[src/rtl/tl_fragmenter_arbiter_if.sv]
// TileLink-UL port bundle (A and D channels) shared by the arbiter's
// upstream and downstream sides.
//   SRC_W      : source id width (2 upstream, 3 toward the fragmenter)
//   DATA_BYTES : beat width in bytes
// Modports:
//   master : issues A requests, accepts D responses
//   slave  : accepts A requests, returns D responses
interface tl_fragmenter_arbiter_if #(
  parameter int SRC_W      = 2,
  parameter int DATA_BYTES = 8
);
  localparam int DATA_W = DATA_BYTES * 8;

  logic                  a_valid;
  logic                  a_ready;
  logic [2:0]            a_opcode;
  logic [2:0]            a_param;
  logic [2:0]            a_size;
  logic [SRC_W-1:0]      a_source;
  logic [25:0]           a_address;
  logic [DATA_BYTES-1:0] a_mask;
  logic [DATA_W-1:0]     a_data;
  logic                  a_corrupt;

  logic                  d_valid;
  logic                  d_ready;
  logic [2:0]            d_opcode;
  logic [2:0]            d_size;
  logic [SRC_W-1:0]      d_source;
  logic [DATA_W-1:0]     d_data;

  modport master (
    output a_valid, a_opcode, a_param, a_size, a_source, a_address,
           a_mask, a_data, a_corrupt,
    input  a_ready,
    input  d_valid, d_opcode, d_size, d_source, d_data,
    output d_ready
  );

  modport slave (
    input  a_valid, a_opcode, a_param, a_size, a_source, a_address,
           a_mask, a_data, a_corrupt,
    output a_ready,
    output d_valid, d_opcode, d_size, d_source, d_data,
    input  d_ready
  );
endinterface

[src/rtl/tl_fragmenter_arbiter.sv]
// Two-requester TileLink-UL arbiter in front of the fragmenter input port.
// A channel: round-robin between in0/in1, locked for the length of a
// multi-beat data message and frozen while a beat waits for ready.
// D channel: steered back to the requester named by the source MSB.
// Both channels are purely combinational; only arbitration state is stored.
// Ports:
//   clock : sole clock
//   reset : asynchronous, active-low
//   in0   : requester 0 (slave side, 2-bit source)
//   in1   : requester 1 (slave side, 2-bit source)
//   out   : fragmenter port (master side, 3-bit source = {idx, in source})
//
// State registers:
//   register   | meaning
//   lock       | multi-beat burst in progress
//   lock_idx   | requester owning the burst
//   beats_left | beats remaining after the current one (0 on final beat)
//   held       | grant frozen: beat presented without ready
//   held_idx   | requester whose beat is frozen
//   last       | requester that most recently completed a message
module tl_fragmenter_arbiter (
  input logic clock,
  input logic reset,
  tl_fragmenter_arbiter_if.slave  in0,
  tl_fragmenter_arbiter_if.slave  in1,
  tl_fragmenter_arbiter_if.master out
);

  logic       lock,       lock_nx;
  logic       lock_idx,   lock_idx_nx;
  logic [3:0] beats_left, beats_left_nx;
  logic       held,       held_nx;
  logic       held_idx,   held_idx_nx;
  logic       last,       last_nx;

  logic       grant;
  logic       a_fire;
  logic [4:0] beat_cnt;
  logic       d_idx;

  // Data-bearing opcodes (opcode[2]==0) larger than one beat span
  // 2^(size-3) beats; everything else is a single beat.
  function automatic logic [4:0] beat_count(input logic [2:0] opcode,
                                            input logic [2:0] size);
    if (opcode[2] || size <= 3'd3) begin
      return 5'd1;
    end
    return 5'd1 << (size - 3'd3);
  endfunction

  always_comb begin
    grant = 1'b0;
    if (lock) begin
      grant = lock_idx;
    end else if (held) begin
      grant = held_idx;
    end else if (in0.a_valid && in1.a_valid) begin
      grant = ~last;
    end else if (in1.a_valid) begin
      grant = 1'b1;
    end
  end

  // A channel mux
  always_comb begin
    out.a_valid   = grant ? in1.a_valid   : in0.a_valid;
    out.a_opcode  = grant ? in1.a_opcode  : in0.a_opcode;
    out.a_param   = grant ? in1.a_param   : in0.a_param;
    out.a_size    = grant ? in1.a_size    : in0.a_size;
    out.a_source  = {grant, (grant ? in1.a_source : in0.a_source)};
    out.a_address = grant ? in1.a_address : in0.a_address;
    out.a_mask    = grant ? in1.a_mask    : in0.a_mask;
    out.a_data    = grant ? in1.a_data    : in0.a_data;
    out.a_corrupt = grant ? in1.a_corrupt : in0.a_corrupt;
    in0.a_ready   = out.a_ready & ~grant;
    in1.a_ready   = out.a_ready &  grant;
  end

  assign a_fire   = out.a_valid & out.a_ready;
  assign beat_cnt = beat_count(out.a_opcode, out.a_size);

  // D channel steering; payload is broadcast, only valid/ready are routed.
  assign d_idx = out.d_source[2];

  always_comb begin
    in0.d_valid  = out.d_valid & ~d_idx;
    in1.d_valid  = out.d_valid &  d_idx;
    out.d_ready  = d_idx ? in1.d_ready : in0.d_ready;
    in0.d_opcode = out.d_opcode;
    in1.d_opcode = out.d_opcode;
    in0.d_size   = out.d_size;
    in1.d_size   = out.d_size;
    in0.d_source = out.d_source[1:0];
    in1.d_source = out.d_source[1:0];
    in0.d_data   = out.d_data;
    in1.d_data   = out.d_data;
  end

  // Next-state logic
  always_comb begin
    lock_nx       = lock;
    lock_idx_nx   = lock_idx;
    beats_left_nx = beats_left;
    held_nx       = held;
    held_idx_nx   = held_idx;
    last_nx       = last;

    if (a_fire) begin
      held_nx = 1'b0;
    end else if (out.a_valid) begin
      held_nx     = 1'b1;
      held_idx_nx = grant;
    end

    if (a_fire) begin
      if (lock) begin
        if (beats_left == 4'd0) begin
          lock_nx = 1'b0;
          last_nx = grant;
        end else begin
          beats_left_nx = beats_left - 4'd1;
        end
      end else if (beat_cnt > 5'd1) begin
        // count-2 so the register reads 0 while the final beat is on the bus
        lock_nx       = 1'b1;
        lock_idx_nx   = grant;
        beats_left_nx = 4'(beat_cnt - 5'd2);
      end else begin
        last_nx = grant;
      end
    end
  end

  always_ff @(posedge clock or negedge reset) begin
    if (!reset) begin
      lock       <= 1'b0;
      lock_idx   <= 1'b0;
      beats_left <= 4'd0;
      held       <= 1'b0;
      held_idx   <= 1'b0;
      last       <= 1'b1;
    end else begin
      lock       <= lock_nx;
      lock_idx   <= lock_idx_nx;
      beats_left <= beats_left_nx;
      held       <= held_nx;
      held_idx   <= held_idx_nx;
      last       <= last_nx;
    end
  end

endmodule

[src/flat_wrapper.sv]
// flat-port wrapper written by rule: the top's interface ports become plain ports
module tl_fragmenter_arbiter_flat 
  (clock, reset, in0_a_valid, in0_a_opcode, in0_a_param, in0_a_size, in0_a_source, in0_a_address, in0_a_mask, in0_a_data, in0_a_corrupt, in0_a_ready, in0_d_valid, in0_d_opcode, in0_d_size, in0_d_source, in0_d_data, in0_d_ready, in1_a_valid, in1_a_opcode, in1_a_param, in1_a_size, in1_a_source, in1_a_address, in1_a_mask, in1_a_data, in1_a_corrupt, in1_a_ready, in1_d_valid, in1_d_opcode, in1_d_size, in1_d_source, in1_d_data, in1_d_ready, out_a_valid, out_a_opcode, out_a_param, out_a_size, out_a_source, out_a_address, out_a_mask, out_a_data, out_a_corrupt, out_a_ready, out_d_valid, out_d_opcode, out_d_size, out_d_source, out_d_data, out_d_ready);
  tl_fragmenter_arbiter_if #(.SRC_W(2)) in0_i ();
  tl_fragmenter_arbiter_if #(.SRC_W(2)) in1_i ();
  tl_fragmenter_arbiter_if #(.SRC_W(3)) out_i ();
  input logic clock;
  input logic reset;
  input wire logic [$bits(in0_i.a_valid)-1:0] in0_a_valid;
  input wire logic [$bits(in0_i.a_opcode)-1:0] in0_a_opcode;
  input wire logic [$bits(in0_i.a_param)-1:0] in0_a_param;
  input wire logic [$bits(in0_i.a_size)-1:0] in0_a_size;
  input wire logic [$bits(in0_i.a_source)-1:0] in0_a_source;
  input wire logic [$bits(in0_i.a_address)-1:0] in0_a_address;
  input wire logic [$bits(in0_i.a_mask)-1:0] in0_a_mask;
  input wire logic [$bits(in0_i.a_data)-1:0] in0_a_data;
  input wire logic [$bits(in0_i.a_corrupt)-1:0] in0_a_corrupt;
  output wire logic [$bits(in0_i.a_ready)-1:0] in0_a_ready;
  output wire logic [$bits(in0_i.d_valid)-1:0] in0_d_valid;
  output wire logic [$bits(in0_i.d_opcode)-1:0] in0_d_opcode;
  output wire logic [$bits(in0_i.d_size)-1:0] in0_d_size;
  output wire logic [$bits(in0_i.d_source)-1:0] in0_d_source;
  output wire logic [$bits(in0_i.d_data)-1:0] in0_d_data;
  input wire logic [$bits(in0_i.d_ready)-1:0] in0_d_ready;
  input wire logic [$bits(in1_i.a_valid)-1:0] in1_a_valid;
  input wire logic [$bits(in1_i.a_opcode)-1:0] in1_a_opcode;
  input wire logic [$bits(in1_i.a_param)-1:0] in1_a_param;
  input wire logic [$bits(in1_i.a_size)-1:0] in1_a_size;
  input wire logic [$bits(in1_i.a_source)-1:0] in1_a_source;
  input wire logic [$bits(in1_i.a_address)-1:0] in1_a_address;
  input wire logic [$bits(in1_i.a_mask)-1:0] in1_a_mask;
  input wire logic [$bits(in1_i.a_data)-1:0] in1_a_data;
  input wire logic [$bits(in1_i.a_corrupt)-1:0] in1_a_corrupt;
  output wire logic [$bits(in1_i.a_ready)-1:0] in1_a_ready;
  output wire logic [$bits(in1_i.d_valid)-1:0] in1_d_valid;
  output wire logic [$bits(in1_i.d_opcode)-1:0] in1_d_opcode;
  output wire logic [$bits(in1_i.d_size)-1:0] in1_d_size;
  output wire logic [$bits(in1_i.d_source)-1:0] in1_d_source;
  output wire logic [$bits(in1_i.d_data)-1:0] in1_d_data;
  input wire logic [$bits(in1_i.d_ready)-1:0] in1_d_ready;
  output wire logic [$bits(out_i.a_valid)-1:0] out_a_valid;
  output wire logic [$bits(out_i.a_opcode)-1:0] out_a_opcode;
  output wire logic [$bits(out_i.a_param)-1:0] out_a_param;
  output wire logic [$bits(out_i.a_size)-1:0] out_a_size;
  output wire logic [$bits(out_i.a_source)-1:0] out_a_source;
  output wire logic [$bits(out_i.a_address)-1:0] out_a_address;
  output wire logic [$bits(out_i.a_mask)-1:0] out_a_mask;
  output wire logic [$bits(out_i.a_data)-1:0] out_a_data;
  output wire logic [$bits(out_i.a_corrupt)-1:0] out_a_corrupt;
  input wire logic [$bits(out_i.a_ready)-1:0] out_a_ready;
  input wire logic [$bits(out_i.d_valid)-1:0] out_d_valid;
  input wire logic [$bits(out_i.d_opcode)-1:0] out_d_opcode;
  input wire logic [$bits(out_i.d_size)-1:0] out_d_size;
  input wire logic [$bits(out_i.d_source)-1:0] out_d_source;
  input wire logic [$bits(out_i.d_data)-1:0] out_d_data;
  output wire logic [$bits(out_i.d_ready)-1:0] out_d_ready;
  assign in0_i.a_valid = in0_a_valid;
  assign in0_i.a_opcode = in0_a_opcode;
  assign in0_i.a_param = in0_a_param;
  assign in0_i.a_size = in0_a_size;
  assign in0_i.a_source = in0_a_source;
  assign in0_i.a_address = in0_a_address;
  assign in0_i.a_mask = in0_a_mask;
  assign in0_i.a_data = in0_a_data;
  assign in0_i.a_corrupt = in0_a_corrupt;
  assign in0_a_ready = in0_i.a_ready;
  assign in0_d_valid = in0_i.d_valid;
  assign in0_d_opcode = in0_i.d_opcode;
  assign in0_d_size = in0_i.d_size;
  assign in0_d_source = in0_i.d_source;
  assign in0_d_data = in0_i.d_data;
  assign in0_i.d_ready = in0_d_ready;
  assign in1_i.a_valid = in1_a_valid;
  assign in1_i.a_opcode = in1_a_opcode;
  assign in1_i.a_param = in1_a_param;
  assign in1_i.a_size = in1_a_size;
  assign in1_i.a_source = in1_a_source;
  assign in1_i.a_address = in1_a_address;
  assign in1_i.a_mask = in1_a_mask;
  assign in1_i.a_data = in1_a_data;
  assign in1_i.a_corrupt = in1_a_corrupt;
  assign in1_a_ready = in1_i.a_ready;
  assign in1_d_valid = in1_i.d_valid;
  assign in1_d_opcode = in1_i.d_opcode;
  assign in1_d_size = in1_i.d_size;
  assign in1_d_source = in1_i.d_source;
  assign in1_d_data = in1_i.d_data;
  assign in1_i.d_ready = in1_d_ready;
  assign out_a_valid = out_i.a_valid;
  assign out_a_opcode = out_i.a_opcode;
  assign out_a_param = out_i.a_param;
  assign out_a_size = out_i.a_size;
  assign out_a_source = out_i.a_source;
  assign out_a_address = out_i.a_address;
  assign out_a_mask = out_i.a_mask;
  assign out_a_data = out_i.a_data;
  assign out_a_corrupt = out_i.a_corrupt;
  assign out_i.a_ready = out_a_ready;
  assign out_i.d_valid = out_d_valid;
  assign out_i.d_opcode = out_d_opcode;
  assign out_i.d_size = out_d_size;
  assign out_i.d_source = out_d_source;
  assign out_i.d_data = out_d_data;
  assign out_d_ready = out_i.d_ready;
  tl_fragmenter_arbiter u_core (.clock(clock), .reset(reset), .in0(in0_i), .in1(in1_i), .out(out_i));
endmodule
[config.mk]
export PLATFORM = sky130hd
export DESIGN_NAME = tl_fragmenter_arbiter_flat
export DESIGN_NICKNAME = d
export VERILOG_FILES = /design/src/rtl/tl_fragmenter_arbiter_if.sv /design/src/rtl/tl_fragmenter_arbiter.sv /design/src/flat_wrapper.sv
export SDC_FILE = /design/constraint.sdc
export NUM_CORES = 1
export LEC_CHECK = 0
export CAP_MARGIN = 20
export CORE_AREA = 5 5 218 220
export CTS_CLUSTER_DIAMETER = 60
export DETAILED_ROUTE_END_ITERATION = 10
export DIE_AREA = 0 0 223 225
export MAX_ROUTING_LAYER = met4
export PLACE_DENSITY = 0.39
export SLEW_MARGIN = 20
export SYNTH_ARGS = -nofsm -noshare
export SYNTH_HDL_FRONTEND = slang
export SYNTH_SLANG_ARGS = --single-unit
[constraint.sdc]
create_clock -name clock -period 7.1 [get_ports clock]
set_clock_uncertainty 0.05 [all_clocks]
set_input_delay 1.42 -clock clock [delete_from_list [all_inputs] [get_ports clock]]
set_output_delay 1.42 -clock clock [all_outputs]
set_load 0.01 [all_outputs]
==> run metrics <==
Pre-antenna DRT Iters 4; share of layout cells above drive strength 1 2.30%; fin crit period 5.72 ns; CTS Sinks 9; Rows 78; grt ovf 0; RSZ-0062 raised after global routing false; Yosys Warn Count 0; Final period util 80.6%; M1 WL 7440 um; routed vias/inst 3.09; root buffer cell clkbuf_16; die height 225 um; H-tree depth 1; gr usage total 7.72%; post-layout power 2.11 mW; CP peak stage delay 0.56 ns; synth unique cells 40; cell chain of the critical path clkdlybuf4s50_1 > a21bo_2 > o21ai_2 > nand2_4 > inv_4 > buf_4 > nand2_1 > nand2_1 > clkdlybuf4s50_1; latest clock arrival within the worst-skew pair 0.24 ns; Achievable Freq 175 MHz; Port Buffer Count 345; Syn Area/Cell 5.46 um2; Clock Tree Buf Depth 2; vias in the first global route 4455; via count 4293; die area 50200 um2; die width 223 um; WP data required 5.63 ns; post-CTS sizing 0; most common cell after layout, fill and taps aside clkdlybuf4s50_1; HPWL Detailed 18300 um; CTS clk-pin slew, worst paths 0.04 ns; setup tns final 0 ns; hold_ws 0.500 ns; CP delay by family, top buffers and inverters; WP buf/inv 4; area delta synth->final 96.3%; Slew @ Worst Pin 0.857 ns; first-pass GRT wire length 28700 um; crit path max-delay cell type clkdlybuf4s50_1; Initial Util 7.27%; final wirelength 21300 um; Mapped Area 3280 um2; pre-CTS setup slack 1.34 ns; Setup crit start kind input pin; initial DRC count 151; FF+latch count, synth 9; commonest cells after routing, fill and taps aside clkdlybuf4s50_1 (345), nand2_1 (335), nor2_1 (11), inv_1 (10), dfrtp_1 (8); status finished, final reports clean; Syn Nets 904; CTS tree done; postcts setup bufs 0; Routed Antenna Nets 0; arrival time at the worst endpoint 4.25 ns; DRC violations left 0; Fin. Hold Viols 0; total CTS buffers 3; placeable core region 45100 um2; Final WS setup 1.38 ns; met3 wire length 2890 um; Post-Synthesis Cells 601; DR top layer met4; antenna violations before repair 6; Pins Over Slew Limit 0; share of the yosys chip area belonging to registers 6.91%; crit end category output port; IO Count 562; Worst Path Max Fanout 44; leakage power 2.70 nW; final RePlAce weighted congestion 0.886; Final Util 14.3%; critical path type in -> out; DR WL/cell 15.3 um; Max-Cap Viols 0; Power Density 327 nW/um2; largest net degree at the start of global routing 113; worst min path class reg -> reg; number of nets in the layout 1086; Setup violations, final 0; Slew HR 42.7%; Hold Buf Count CTS 0; WL met2 10600 um; Layout fillers 5231; maximum VDD drop 0.000204 V
[synth_stat cells, drive strengths merged]
| cell type | instances | area, um2 |
|---|---|---|
| xnor2 | 1 | 8.76 |
| a2111oi | 1 | 8.76 |
| a21oi | 5 | 28.8 |
| inv | 11 | 41.3 |
| mux2i | 7 | 70.1 |
| o21ai | 7 | 38.8 |
| o21a | 2 | 22.5 |
| buf | 159 | 1160 |
| mux2 | 3 | 33.8 |
| a32o | 1 | 10.0 |
| dfstp | 1 | 26.3 |
| nand4 | 3 | 25.0 |
| o31ai | 1 | 7.51 |
| and2 | 2 | 12.5 |
| o2111ai | 3 | 26.3 |
| a21boi | 1 | 7.51 |
| nor3 | 3 | 15.0 |
| dfrtp | 8 | 200 |
| o211ai | 4 | 43.8 |
| nor2 | 11 | 41.3 |
| nand2b | 4 | 25.0 |
| a31o | 1 | 8.76 |
| and4 | 1 | 8.76 |
| a31oi | 2 | 12.5 |
| o221ai | 2 | 17.5 |
| a21bo | 1 | 10.0 |
| ha | 2 | 25.0 |
| o41ai | 1 | 8.76 |
| clkbuf | 12 | 45.0 |
| nor2b | 5 | 31.3 |
| nand2 | 336 | 1260 |
[report_power, final]
part	leakage (nW)	internal, mW	total (mW)	switching [mW]
Combinational	2.56	0.934	1.90	0.964
Sequential	0.102	0.0753	0.106	0.0311
Clock	0.0382	0.0753	0.103	0.0273
[state kept, by name, indices dropped and copies added (netlist names)]
signal             flops
u_core.last            1
u_core.held_idx        1
u_core.held            1
u_core.lock            1
u_core.beats_left      4
u_core.lock_idx        1
[final timing paths]
check / start / endpoint / slack (ns) / cells after the start
setup reg to reg: u_core.lock / u_core.last / 3.77 / 10
setup / recovery: in1_a_valid / out_a_data[31] / 1.38 / 9
hold / removal: u_core.beats_left[1] / u_core.beats_left[1] / 0.50 / 2
max in group asynchronous: reset / u_core.last / 5.18 / 1
hold reg to reg: u_core.beats_left[1] / u_core.beats_left[1] / 0.50 / 2
min in group asynchronous: reset / u_core.beats_left[1] / 1.47 / 1
[layout make-up]
cell class	count	area (um2)	share of cell area, %
multi-input cells	410	1820	28.2
inverters	11	43.8	0.680
diodes	7	17.5	0.272
clock buffers	4	78.8	1.22
repair buffers	348	3500	54.4
flip-flops and latches	9	226	3.52
well taps	600	751	11.7
[metal layers]
layer	track usage [%]	vias to the layer above
li1	-	2080
met1	7.49	1790
met2	13.8	405
met3	4.10	18
met4	1.54	0
met5	-	-
[cells by family after synthesis]
group / share of synthesized area, %
AO/OA/AOI/OAI: 7.67
multiplexers: 3.17
adder cells (fa/ha/maj): 0.763
AND/OR/NAND/NOR: 43.3
flip-flops: 6.91
XOR/XNOR: 0.267
buffers and inverters: 37.9
[tightest hold or removal path: stages, from the launching register on]
cell     delay (ns)
dfrtp_1        0.31
inv_1          0.06
mux2i_1        0.13
[per-stage QoR]
stage          std cells  instance area [um2]
6_report            1389                 6440
5_1_grt             1388                 6430
4_1_cts             1382                 6420
3_5_place_dp        1378                 6340
3_3_place_gp        1378                 6340
2_1_floorplan        601                 3280
Power figures use the tool's default switching activity.
